===== src/rtl/wb_arbiter.sv =====
// Write-back arbiter: merges in-order results (A) with FIFO-buffered long-latency results (B)
// into one registered regfile write per cycle. Define WB_FAIR_EN to enable the starvation guard.
`timescale 1ns/1ps
module wb_arbiter #(
   parameter int unsigned DEPTH    = 4,
   parameter int unsigned MAX_WAIT = 3
) (
   input  logic                      clk,
   input  logic                      reset,
   input  logic                      a_valid,
   output logic                      a_ready,
   input  logic [4:0]                a_reg,
   input  logic [31:0]               a_data,
   input  logic                      b_valid,
   output logic                      b_ready,
   input  logic [4:0]                b_reg,
   input  logic [31:0]               b_data,
   output logic                      regwrite,
   output logic [4:0]                wreg,
   output logic [31:0]               wdata,
   input  logic [4:0]                qreg,
   output logic                      qpending,
   output logic [$clog2(DEPTH):0]    count
);

   localparam int unsigned PW = $clog2(DEPTH);
   localparam int unsigned CW = PW + 1;

   if (DEPTH < 2 || (DEPTH & (DEPTH - 1)) != 0 || MAX_WAIT < 1) begin : g_bad_param
      $error("wb_arbiter: DEPTH must be a power of two >= 2 and MAX_WAIT >= 1");
   end

   logic [PW-1:0] head_q, head_d, tail_q, tail_d;
   logic [CW-1:0] count_q, count_d;
   logic [4:0]    fifo_reg_q  [DEPTH];
   logic [4:0]    fifo_reg_d  [DEPTH];
   logic [31:0]   fifo_data_q [DEPTH];
   logic [31:0]   fifo_data_d [DEPTH];
   logic          regwrite_q, regwrite_d;
   logic [4:0]    wreg_q, wreg_d;
   logic [31:0]   wdata_q, wdata_d;
   logic          a_win, drain, enq, force_b;

`ifdef WB_FAIR_EN
   localparam int unsigned WW = $clog2(MAX_WAIT + 1);
   logic [WW-1:0] wait_q, wait_d;

   // Counter only advances while the FIFO holds something, so reaching MAX_WAIT implies a head exists.
   assign force_b = (wait_q == WW'(MAX_WAIT)) && (count_q != '0);

   always_comb begin
      wait_d = wait_q;
      if (drain)
         wait_d = '0;
      else if (count_q != '0 && wait_q != WW'(MAX_WAIT))
         wait_d = wait_q + 1'b1;
   end

   always_ff @(posedge clk) begin
      if (!reset) wait_q <= '0;
      else        wait_q <= wait_d;
   end
`else
   assign force_b = 1'b0;
`endif

   assign a_ready = reset & ~force_b;
   assign a_win   = a_valid & a_ready;
   assign drain   = reset & (count_q != '0) & ~a_win;
   assign b_ready = reset & (count_q < CW'(DEPTH));
   assign enq     = b_valid & b_ready & (b_reg != '0);

   always_comb begin
      fifo_reg_d  = fifo_reg_q;
      fifo_data_d = fifo_data_q;
      head_d      = head_q;
      tail_d      = tail_q;
      count_d     = count_q;
      if (enq) begin
         fifo_reg_d[tail_q]  = b_reg;
         fifo_data_d[tail_q] = b_data;
         tail_d              = tail_q + 1'b1;
      end
      if (drain)
         head_d = head_q + 1'b1;
      case ({enq, drain})
         2'b10:   count_d = count_q + 1'b1;
         2'b01:   count_d = count_q - 1'b1;
         default: count_d = count_q;
      endcase
   end

   // wreg/wdata hold their last value on idle cycles; regwrite alone qualifies them.
   always_comb begin
      regwrite_d = 1'b0;
      wreg_d     = wreg_q;
      wdata_d    = wdata_q;
      if (a_win) begin
         regwrite_d = (a_reg != '0);
         wreg_d     = a_reg;
         wdata_d    = a_data;
      end else if (drain) begin
         regwrite_d = 1'b1;
         wreg_d     = fifo_reg_q[head_q];
         wdata_d    = fifo_data_q[head_q];
      end
   end

   always_comb begin
      qpending = 1'b0;
      for (int unsigned i = 0; i < DEPTH; i++) begin
         if (CW'(i) < count_q && fifo_reg_q[head_q + PW'(i)] == qreg)
            qpending = 1'b1;
      end
      if (regwrite_q && wreg_q == qreg)
         qpending = 1'b1;
      if (qreg == '0)
         qpending = 1'b0;
   end

   always_ff @(posedge clk) begin
      if (!reset) begin
         head_q     <= '0;
         tail_q     <= '0;
         count_q    <= '0;
         regwrite_q <= 1'b0;
         wreg_q     <= '0;
         wdata_q    <= '0;
         for (int unsigned i = 0; i < DEPTH; i++) begin
            fifo_reg_q[i]  <= '0;
            fifo_data_q[i] <= '0;
         end
      end else begin
         head_q      <= head_d;
         tail_q      <= tail_d;
         count_q     <= count_d;
         regwrite_q  <= regwrite_d;
         wreg_q      <= wreg_d;
         wdata_q     <= wdata_d;
         fifo_reg_q  <= fifo_reg_d;
         fifo_data_q <= fifo_data_d;
      end
   end

   assign regwrite = regwrite_q;
   assign wreg     = wreg_q;
   assign wdata    = wdata_q;
   assign count    = count_q;

endmodule


===== config.mk =====
export PLATFORM = sky130hd
export DESIGN_NAME = wb_arbiter
export DESIGN_NICKNAME = d
export VERILOG_FILES = /design/src/rtl/wb_arbiter.sv
export SDC_FILE = /design/constraint.sdc
export NUM_CORES = 1
export LEC_CHECK = 0
export CAP_MARGIN = 40
export CORE_MARGIN = 5
export CORE_UTILIZATION = 45
export DETAILED_ROUTE_END_ITERATION = 12
export GPL_TIMING_DRIVEN = 0
export HOLD_SLACK_MARGIN = 0.1
export PLACE_DENSITY = 0.7
export SYNTH_ARGS = -nofsm -noshare
export SYNTH_HDL_FRONTEND = slang
export SYNTH_SLANG_ARGS = --single-unit

===== constraint.sdc =====
create_clock -name clk -period 2.1 [get_ports clk]
set_clock_uncertainty 0.1 [all_clocks]
set_input_delay 0.315 -clock clk [delete_from_list [all_inputs] [get_ports clk]]
set_output_delay 0.315 -clock clk [all_outputs]
set_load 0.01 [all_outputs]

==> out/results.env, run 1 <==
SETUP_CP_TYPE='reg2out'
PLACEMENT.IO_BUFFERS=120
POWER.IR.VDD_WORST_uV=538
CLOCK_SINKS=193
WORST_PATH_LARGEST_CELL_DELAY_PS=340
FINAL.SETUP.TNS_PS=-749
DIE-WIDTH_UM=153
GLOBAL_ROUTE_WIRE_LENGTH_BEFORE_REPAIR_UM=42600
RSZ_0062_RAISED_AFTER_GLOBAL_ROUTING='true'
VIAS=7999
YOSYSWARNINGS=0
FLOORPLAN.INITIALDENSITY=0.457
FINALNETCOUNT=1261
FIN_WS_PS=-749
ITERATION_0_DRC_MARKERS=509
PATH_CLK_SLEW_PS=70
SYNTHADDERAREAFRAC=0.0122
FINAL_COMMON_CELL='sky130_fd_sc_hd__nand2_1'
XOR_AND_XNOR_AREA_SHARE_AFTER_SYNTHESIS=0.0275
IO-PIN-COUNT=127
CRITPATHMAXFANOUT=10
HTREEDEPTH=4
WORSTMARGINPINSLEW_PS=715
SYNTHESIS.AREA_PER_INSTANCE_SQ_UM=9.08
POST_SYNTH_INST_COUNT=1018
FFS_LATCHES_SYNTH=193
PLACED_CELLS_INCL_TAPS=1408
CLK_LATENCY_PS=430
SYNTH_SIMPLE_GATE_AREA_SHARE=0.188
CTS_INSERTED_BUFFERS=17
DRT_WL_TOTAL_UM=26900
MAPPEDNETLISTAREA_SQ_UM=9250
DETAILEDROUTE.FIRSTPASSITERATIONCOUNT=5
POWER.TOTAL_mW=8.65
CP.ARRIVAL_PS=2430
STD_CELL_ROWS=52
CTS_TREE='done'
POWER_DENSITY_nW_PER_UM2=739
WL_PER_CELL_UM=18.5
FINISH.CELL_COUNT_WITHOUT_FILLERS=1452
MAX_FREQ_MHz=351
PERIOD_SHARE=1.36
SYN_TO_FINAL_GROWTH_PCT=26.5
SYNTH-COMPOUND-AREA-SHARE=0.172
LARGEST_FAMILY_OF_LOGIC_CELLS_BY_SYNTHESIZED_AREA='simple AND/OR/NAND/NOR gates'
FIN_WORST_HOLD_SLACK_PS=185
DIE_Y_UM=153
SYNTH_SEQ_AREA_SHARE=0.418
FLOORPLAN_CORE_AREA_SQ_UM=20200
TIMING.FINAL.MAX_SLEW_VIOLATIONS=0
FINAL_CELL_MIX='sky130_fd_sc_hd__nand2_1, sky130_fd_sc_hd__dfxtp_1, sky130_fd_sc_hd__a21boi_0'
FIRST_GLOBAL_VIAS=7797
SLOWEST_STAGE='sky130_fd_sc_hd__dfxtp_2'
CRITPATHREQUIREDTIME_PS=1680
REPORT.FINAL.SETUP_VIOL=1
DP_HPWL_UM=18400
COUNT_OF_UNIQUE_LIBRARY_CELLS_INSTANTIATED_BY_YOSYS=37
RELSLEWSLACK=0.523
GRT_OVERFLOW=0
CTSHOLDBUFFERS=0
FLOORPLAN.DIE_AREA_SQ_UM=23500
TIMING.CRITICAL_PATH.CELLS='buf_6 > buf_12 > buf_12 > mux4_2 > xnor2_1 > nand4_1 > nor3_2 > a31oi_1 > a21oi_1 > buf_2'
POSTSYNTHNETCOUNT=1110
MUXSHAREOFSYNTHAREA=0.132
HOLD_PATH_CLASS='in2reg'
FAILED_CHECKS='negative setup slack'
NUMBER_OF_FILLER_INSTANCES_IN_THE_FINAL_LAYOUT=1774
CLOCKROOTBUFFER='sky130_fd_sc_hd__clkbuf_16'
LARGEST_NET_DEGREE_AT_THE_START_OF_GLOBAL_ROUTING=17
FINALWORSTPATHREQUIREDPERIOD_PS=2850
WORSTSETUPSTARTPOINTTYPE='flop'
GROUTE.USAGE.OVERALL=0.225
DRIVE_ABOVE_1_SHARE=0.136
SETUP.WORST_PATH.END_CLASS='output pin'
CLOCK_TREE.BUFFER_DEPTH=2
LEAKAGE_nW=4.27
ROUTE.DETAILED.VIAS_PER_INST=5.51
MAXCAPVIOLCOUNT=0
CELL_REPEATED_MOST_ALONG_THE_WORST_PATH='sky130_fd_sc_hd__buf_12'
DRC=0
ANTENNA_CELLS_INSERTED=0
FINAL_HOLD_VIOLATION_COUNT=0
PRECTSSETUPSLACK_PS=-797
RUN_STATUS='finished, violations left'
GRT_ANTENNA_BEFORE_REPAIR=0
ANTENNA_VIOLATING_NETS_POST_ROUTE=0
WEIGHTED_CONGESTION_REPORTED_AT_THE_END_OF_ROUTABILITY_DRIVEN_PLACEMENT=0.893
[cell families after synthesis]
kind of cell / Yosys count
multiplexers: 54
AND/OR/NAND/NOR: 435
buffers and inverters: 91
XOR/XNOR: 29
flip-flops: 193
AO/OA/AOI/OAI: 207
adder cells (fa/ha/maj): 9
[worst max-delay path, delay by kind of cell, from the launching register on]
kind | cells | cell delay (ps)
AOI/OAI and AO/OA | 2 | 210
buffers and inverters | 4 | 570
xor gates and xnor gates | 1 | 210
and+or+nand+nor | 2 | 330
muxes | 1 | 320
DFF | 1 | 340
[worst paths after layout]
kind                                                   from                           to  slack (ps)  cells after the start
worst min-delay path                                a_valid          regwrite$_SDFF_PN0_         180                      2
worst max-delay path                 head_q[0]$_SDFFE_PN0P_                     qpending        -750                     10
worst max register to register       head_q[0]$_SDFFE_PN0P_        wdata[1]$_SDFFE_PN0P_          80                      8
worst min register to register  fifo_data_q[7]$_SDFFE_PN0P_  fifo_data_q[7]$_SDFFE_PN0P_         350                      2
[final cells by class]
type | instances | area [sq um] | area share
clock inverters | 9 | 123 | 0.0105
inverters | 6 | 22.5 | 0.00193
multi-input cells | 734 | 4980 | 0.425
clock buffers | 23 | 468 | 0.0400
flip-flops and latches | 193 | 3880 | 0.331
repair buffers | 133 | 1340 | 0.114
plain buffers | 84 | 557 | 0.0476
well taps | 270 | 338 | 0.0289
[cell usage after synthesis (all sizes together)]
| library cell | instances | area share |
|---|---|---|
| or3 | 2 | 0.0014 |
| nor2 | 3 | 0.0012 |
| xor2 | 12 | 0.011 |
| buf | 39 | 0.029 |
| o21ai | 8 | 0.0043 |
| a21oi | 12 | 0.0069 |
| inv | 6 | 0.0024 |
| xnor2 | 17 | 0.016 |
| ha | 9 | 0.012 |
| nand4 | 2 | 0.0014 |
| dfxtp | 193 | 0.42 |
| and3 | 1 | 0.00068 |
| a311oi | 1 | 0.00095 |
| nor3 | 6 | 0.0032 |
| nand2b | 1 | 0.00068 |
| nor2b | 3 | 0.0020 |
| a31oi | 2 | 0.0014 |
| or4 | 1 | 0.00081 |
| mux4 | 52 | 0.13 |
| o211a | 33 | 0.036 |
| clkbuf | 46 | 0.019 |
| nand2 | 373 | 0.15 |
| o2111ai | 1 | 0.00095 |
| nand3 | 33 | 0.018 |
| nor4 | 2 | 0.0020 |
| a21boi | 150 | 0.12 |
| mux2i | 2 | 0.0022 |
| and2 | 8 | 0.0054 |
[where the power goes]
part / internal [mW] / switching, mW / total [mW]
combinational: 0.705 / 0.754 / 1.46
clock: 1.84 / 1.47 / 3.31
sequential: 3.79 / 0.0885 / 3.88
[stage by stage]
| stage | util | instance area [sq um] |
|---|---|---|
| detailed placement | 0.532 | 10800 |
| floorplan | - | 9230 |
| global placement | 0.532 | 10800 |
| global route | 0.578 | 11700 |
| finish | 0.578 | 11700 |
| CTS | 0.571 | 11500 |
[state kept, by name, summed over array words and instances (netlist names)]
name	flops
regwrite	1
fifo_data_q	128
fifo_reg_q	20
head_q	2
count	3
tail_q	2
wreg	5
wdata	32
[what timing repair did]
| item | CTS | global route |
|---|---|---|
| gates resized for setup | 48 | 39 |
| setup buffers | 5 | 5 |
| pin swaps | 2 | 3 |
| hold endpoints to repair | 0 | 0 |
| endpoints found under the setup margin | 150 | 82 |
| cloned | 2 | 1 |
[layer usage]
metal / routed length, um / track usage / vias to the layer above
li1: - / - / 3775
met3: 1650 / 0.0452 / 28
met5: 0 / 0 / -
met4: 487 / 0.0597 / 0
met2: 13400 / 0.387 / 279
met1: 11400 / 0.292 / 3917
(Power assumes the default switching activity.)
==> run 2: changes to the inputs <==
Settings changed: CTS_CLUSTER_SIZE set to 24.
==> results of run 2 <==
Same layout as run 1: the final DEF is identical, and so are final timing and power.
==> patch 1, RTL diff (flow settings as in run 2) <==
Register the output `count` once more, cleared by the reset; this adds one clock of latency there. The other outputs are not delayed to match.
--- a/src/rtl/wb_arbiter.sv
+++ b/src/rtl/wb_arbiter.sv
@@ -145,7 +145,13 @@
    assign regwrite = regwrite_q;
    assign wreg     = wreg_q;
    assign wdata    = wdata_q;
-   assign count    = count_q;
+   always_ff @(posedge clk) begin
+      if (!reset) begin
+         count <= '0;
+      end else begin
+         count <= count_q;
+      end
+   end
 
 endmodule
 
Check against the original RTL: not equivalent (Yosys sat finds a counterexample within 4 cycles, from zero or initial values and one cycle with reset low).
==> patch 1 against run 2 <==
  * Synthesized area is 0.72% higher
  * Global-route usage fell by 0.32 points
  * Power grew 3.6%
  * The run still ends with setup timing left
  * First-iteration DRC count shrank 11%
  * Wire length is 2.1% lower
  * Sequential power up 2%
  * Highest routed layer unchanged
  * Worst setup slack better by 0.0073 ns
  * Non-clock buffer count is 4 higher
  * Sequential cell count is 3 higher
  * Die area rose by 0.67%
  * Core utilization is 0.58 points higher
  * Final area increased by 1.3%
  * Critical path depth is 2 lower
==> patch 1: results (changes against run 2) <==
status complete, but fails checks (unchanged); failing checks setup timing (unchanged); Final HPWL DP 18200 µm (was 18400 µm); share of cells above drive strength 1 0.144 (was 0.136); syn nets 1116 (was 1110); most common flop cell mapped by yosys dfxtp_1 (unchanged); largest net degree at the start of global routing 17 (unchanged); Layout Nets 1270 (was 1261); Routability Congestion 0.827 (was 0.893); Max Root-Sink Buffers 2 (unchanged); Most flops, register fifo_data_q (unchanged); Lkg Pwr 4.36 nW (was 4.27 nW); flip-flop count of the largest register after layout 128 (unchanged); Total Routing Usage GR 0.222 (was 0.225); Max Fanout on Critical Path 5 (was 10); TNS Setup -0.742 ns (was -0.749 ns); # setup viols final 1 (unchanged); fin worst setup slack -0.742 ns (was -0.749 ns); CP Launch Point head_q[0]$_SDFFE_PN0P_ (unchanged); htree depth 4 (unchanged); 1st-iter DRT viols 455 (was 509); first-pass GRT wire length 42200 µm (was 42600 µm); Cell variety after synth 36 (was 37); Routed WL 26400 µm (was 26900 µm); Post-synth top cells nand2_1 (373), dfxtp_1 (196), a21boi_0 (124), mux4_2 (46), clkbuf_1 (44) (was nand2_1 (373), dfxtp_1 (193), a21boi_0 (139), clkbuf_1 (45), mux4_2 (43)); Reg-to-Reg Start head_q[1]$_SDFFE_PN0P_ (was head_q[0]$_SDFFE_PN0P_); worst-margin pin slew 0.732 ns (was 0.715 ns); number of global-route vias before repair 7800 (was 7797); Worst path slowest cell mux4_1 (was dfxtp_2); post-DR vias/cell 5.37 (was 5.51); register area share after synthesis 0.421 (was 0.418); port bufs 119 (was 120); VDD IR-drop max 0.000482 V (was 0.000538 V); CTS root buffer clkbuf_16 (unchanged); P_int 6.69 mW (was 6.34 mW); synth top area cells dfxtp_1 (42%), nand2_1 (15%), mux4_2 (11%), a21boi_0 (10%), o211a_1 (3.5%) (was dfxtp_1 (42%), nand2_1 (15%), a21boi_0 (11%), mux4_2 (10%), o211a_1 (3.6%)); Worst EP arrival 2.43 ns (about the same); drt pass-1 iters 5 (unchanged); Tightest Hold Check Type input pin to register (unchanged); crit-path max cell delay 0.58 ns (was 0.34 ns); placed cell areas 10800 µm² (about the same); Async S/R FF share, synth 0 (unchanged)
-- patch 1: logic make-up (layout without fill, tap and decap cells) --
kind of cell | count (synthesis) | in the layout | synth area share
buffers and inverters | 92 | 259 | 0.0501
AND/OR/NAND/NOR | 438 | 438 | 0.189
adder cells (fa/ha/maj) | 9 | 9 | 0.0121
AO/OA/AOI/OAI | 205 | 205 | 0.169
XOR/XNOR | 30 | 30 | 0.0282
flip-flops | 196 | 196 | 0.421
multiplexers | 54 | 54 | 0.130
-- patch 1: power by group through the flow --
stage	Sequential [mW]	Combinational (mW)	Clock, mW
after floorplan	4.03	0.690	0
after detailed placement	4.02	1.29	0
after global routing	3.95	1.48	3.84
after CTS	3.93	1.34	3.68
after global placement	4.01	1.28	0
final	3.94	1.36	3.66
-- patch 1: metrics by stage --
stage,cells,setup slack (ns)
global route,1461,-0.828
finish,1461,-0.742
global placement,1413,-0.841
detailed placement,1413,-0.817
CTS,1457,-0.762
floorplan,1024,-0.0388
-- patch 1: final cells by class --
cell class                      count  area (µm²)
Fill cell                        1813        8450
Multi-Input combinational cell    736        5000
Sequential cell                   196        3930
Timing Repair Buffer              136        1330
Buffer                             85         569
Clock buffer                       21         460
Tap cell                          270         338
Clock inverter                     11         195
Inverter                            6        22.5
-- patch 1: path summary, 6_finish.rpt --
check	slack, ns	cells after the start	end
worst min-delay path	0.17	2	regwrite$_SDFF_PN0_
worst max register to register	0.04	9	wdata[26]$_SDFFE_PN0P_
worst min register to register	0.35	2	fifo_data_q[82]$_SDFFE_PN0P_
worst max-delay path	-0.74	8	qpending
-- patch 1: worst max-delay path, delay by kind of cell (launching register included) --
kind | cells | cell delay (ns)
multiplexers | 1 | 0.58
AO/OA/AOI/OAI | 2 | 0.42
buffers and inverters | 3 | 0.41
flip-flops | 1 | 0.36
XOR/XNOR | 1 | 0.16
AND/OR/NAND/NOR | 1 | 0.06
-- patch 1: what timing repair did --
action | CTS | global route
endpoints found under the setup margin | 157 | 147
endpoints found under the hold margin | 0 | 0
pin swaps | 4 | 1
resized for setup | 50 | 41
cloned | 1 | 2
setup buffers | 11 | 3
hold buffers | 0 | 0
-- patch 1: routing by layer --
layer / GRT usage / wire, µm
met1: 0.296 / 11900
met2: 0.370 / 12600
met3: 0.0416 / 1410
met4: 0.0660 / 413
met5: 0 / 0
==> patch 2, RTL diff (config.mk and constraints of run 2) <==
Without the edit above. The parameter `DEPTH` goes from 4 to 8.
--- a/src/rtl/wb_arbiter.sv
+++ b/src/rtl/wb_arbiter.sv
@@ -2,7 +2,7 @@
 // into one registered regfile write per cycle. Define WB_FAIR_EN to enable the starvation guard.
 `timescale 1ns/1ps
 module wb_arbiter #(
-   parameter int unsigned DEPTH    = 4,
+   parameter int unsigned DEPTH    = 8,
    parameter int unsigned MAX_WAIT = 3
 ) (
    input  logic                      clk,
Interface: changed (resized count); port bits go from 127 to 128. No check against the original RTL was run, so the function may have changed too.
==> patch 2 against run 2 <==
  * Non-clock buffer count increased by 217
  * Clock power grew 120%
  * Power is 100% higher
  * Hold slack worse by 0.069 ns
  * Wire length increased to 2.7 times the old value
  * Worst setup slack worse by 1.1 ns
  * Final area is 120% higher
  * Critical path depth is 4 higher
  * Largest cell class unchanged
  * The flow still finishes with violations (setup timing)
  * Synthesized area grew 96%
  * Sequential share of layout area down 5.8 points
  * Sequential cell count rose by 151
==> patch 2: results (changes against run 2) <==
Critical R2R Capture wdata[14]$_SDFFE_PN0P_ (was wdata[1]$_SDFFE_PN0P_); htree depth 2 (was 4); port bufs 86 (was 120); # setup viols final 336 (was 1); syn nets 2080 (was 1110); 1st-iter DRT viols 2320 (was 509); initial antenna violation count 3 (was 0); drt pass-1 iters 7 (was 5); Lkg Pwr 8.63 nW (was 4.27 nW); register area share after synthesis 0.380 (was 0.418); status complete, but fails checks (unchanged); Slew HR 0.344 (was 0.523); failing checks setup timing (unchanged); Layout Nets 2366 (was 1261); VDD IR-drop max 0.000501 V (was 0.000538 V); largest net degree at the start of global routing 14 (was 17); Mapped Area 18100 µm² (was 9250 µm²); fin worst setup slack -1.80 ns (was -0.749 ns); flip-flop count of the largest register after layout 256 (was 128); placed cell areas 20000 µm² (was 10800 µm²); TNS Setup -71.45 ns (was -0.749 ns); final std cells w/o fill 2830 (was 1452); tightest hold margin 0.116 ns (was 0.185 ns); Place WS -2.18 ns (was -0.797 ns); Hold EP fifo_reg_q[4]$_SDFFE_PN0P_ (was regwrite$_SDFF_PN0_); first-pass GRT wire length 100000 µm (was 42600 µm); WHS Path Cells 3 (was 2); Total Routing Usage GR 0.295 (was 0.225)
patch 2: cell count changes in the layout (fill, tap and decap cells not counted), moves of 40 or more:
cell / run 2 / this run
a21boi_0: 130 / 28
a21boi_1: 20 / 213
a21boi_2: 0 / 57
buf_12: 2 / 49
buf_4: 14 / 69
clkbuf_16: 18 / 61
dfxtp_1: 188 / 339
mux4_2: 47 / 120
nand2_1: 369 / 519
nand2_2: 4 / 78
nand2_4: 0 / 54
nor2_1: 3 / 43
nor2b_1: 1 / 41
patch 2: critical path: stages (launching register included):
cell,delay [ns]
dfxtp_4,0.38
buf_12,0.11
buf_12,0.11
inv_12,0.03
buf_12,0.12
ha_4,0.36
buf_6,0.21
mux4_2,0.38
mux2i_1,0.24
xor2_1,0.19
o2111ai_1,0.15
nor4_2,0.18
nor4_2,0.10
a21oi_2,0.18
buf_2,0.16
patch 2: layout make-up:
class	count	area, µm²
Clock inverter	9	128
Buffer	188	1740
Multi-Input combinational cell	1451	11600
Tap cell	525	657
Clock buffer	60	1190
Fill cell	3062	14600
Timing Repair Buffer	246	2900
Sequential cell	344	6900
Inverter	7	62.6
patch 2: logic make-up after synthesis:
group                    Yosys count  synth area share
multiplexers                     171             0.177
buffers and inverters            200            0.0549
flip-flops                       344             0.380
XOR/XNOR                          62            0.0320
adder cells (fa/ha/maj)            7           0.00483
AO/OA/AOI/OAI                    407             0.163
AND/OR/NAND/NOR                  799             0.188
patch 2: worst max path at each step:
stage | startpoint | to | depth (start not counted)
5_1_grt | head_q[1]$_SDFFE_PN0P_ | qpending | 13
6_report | head_q[1]$_SDFFE_PN0P_ | qpending | 14
4_1_cts | head_q[1]$_SDFFE_PN0P_ | qpending | 13
3_5_place_dp | head_q[1]$_SDFFE_PN0P_ | qpending | 14
3_3_place_gp | head_q[1]$_SDFFE_PN0P_ | qpending | 14
2_1_floorplan | head_q[1]$_SDFFE_PN0P_ | qpending | 13
patch 2: layer usage:
| metal | vias to the layer above | GRT usage | wire [µm] |
|---|---|---|---|
| li1 | 7428 | - | - |
| met1 | 8480 | 0.383 | 27200 |
| met2 | 1300 | 0.462 | 32600 |
| met3 | 359 | 0.0869 | 9420 |
| met4 | 4 | 0.125 | 4700 |
| met5 | - | 0 | 27 |
patch 2: repair_timing:
action                                  4_1_cts  5_1_grt
hold buffers                                 36        0
buffers inserted                             59       39
cloned                                        9       21
endpoints found under the setup margin      343      333
resized for setup                           247      348
pin swaps                                    43      125
endpoints found under the hold margin       283        0
patch 2: where the power goes:
part,internal (mW),switching (mW),leakage [nW]
Combinational,1.67,1.92,5.20
Sequential,6.68,0.128,2.79
Clock,4.18,2.96,0.649
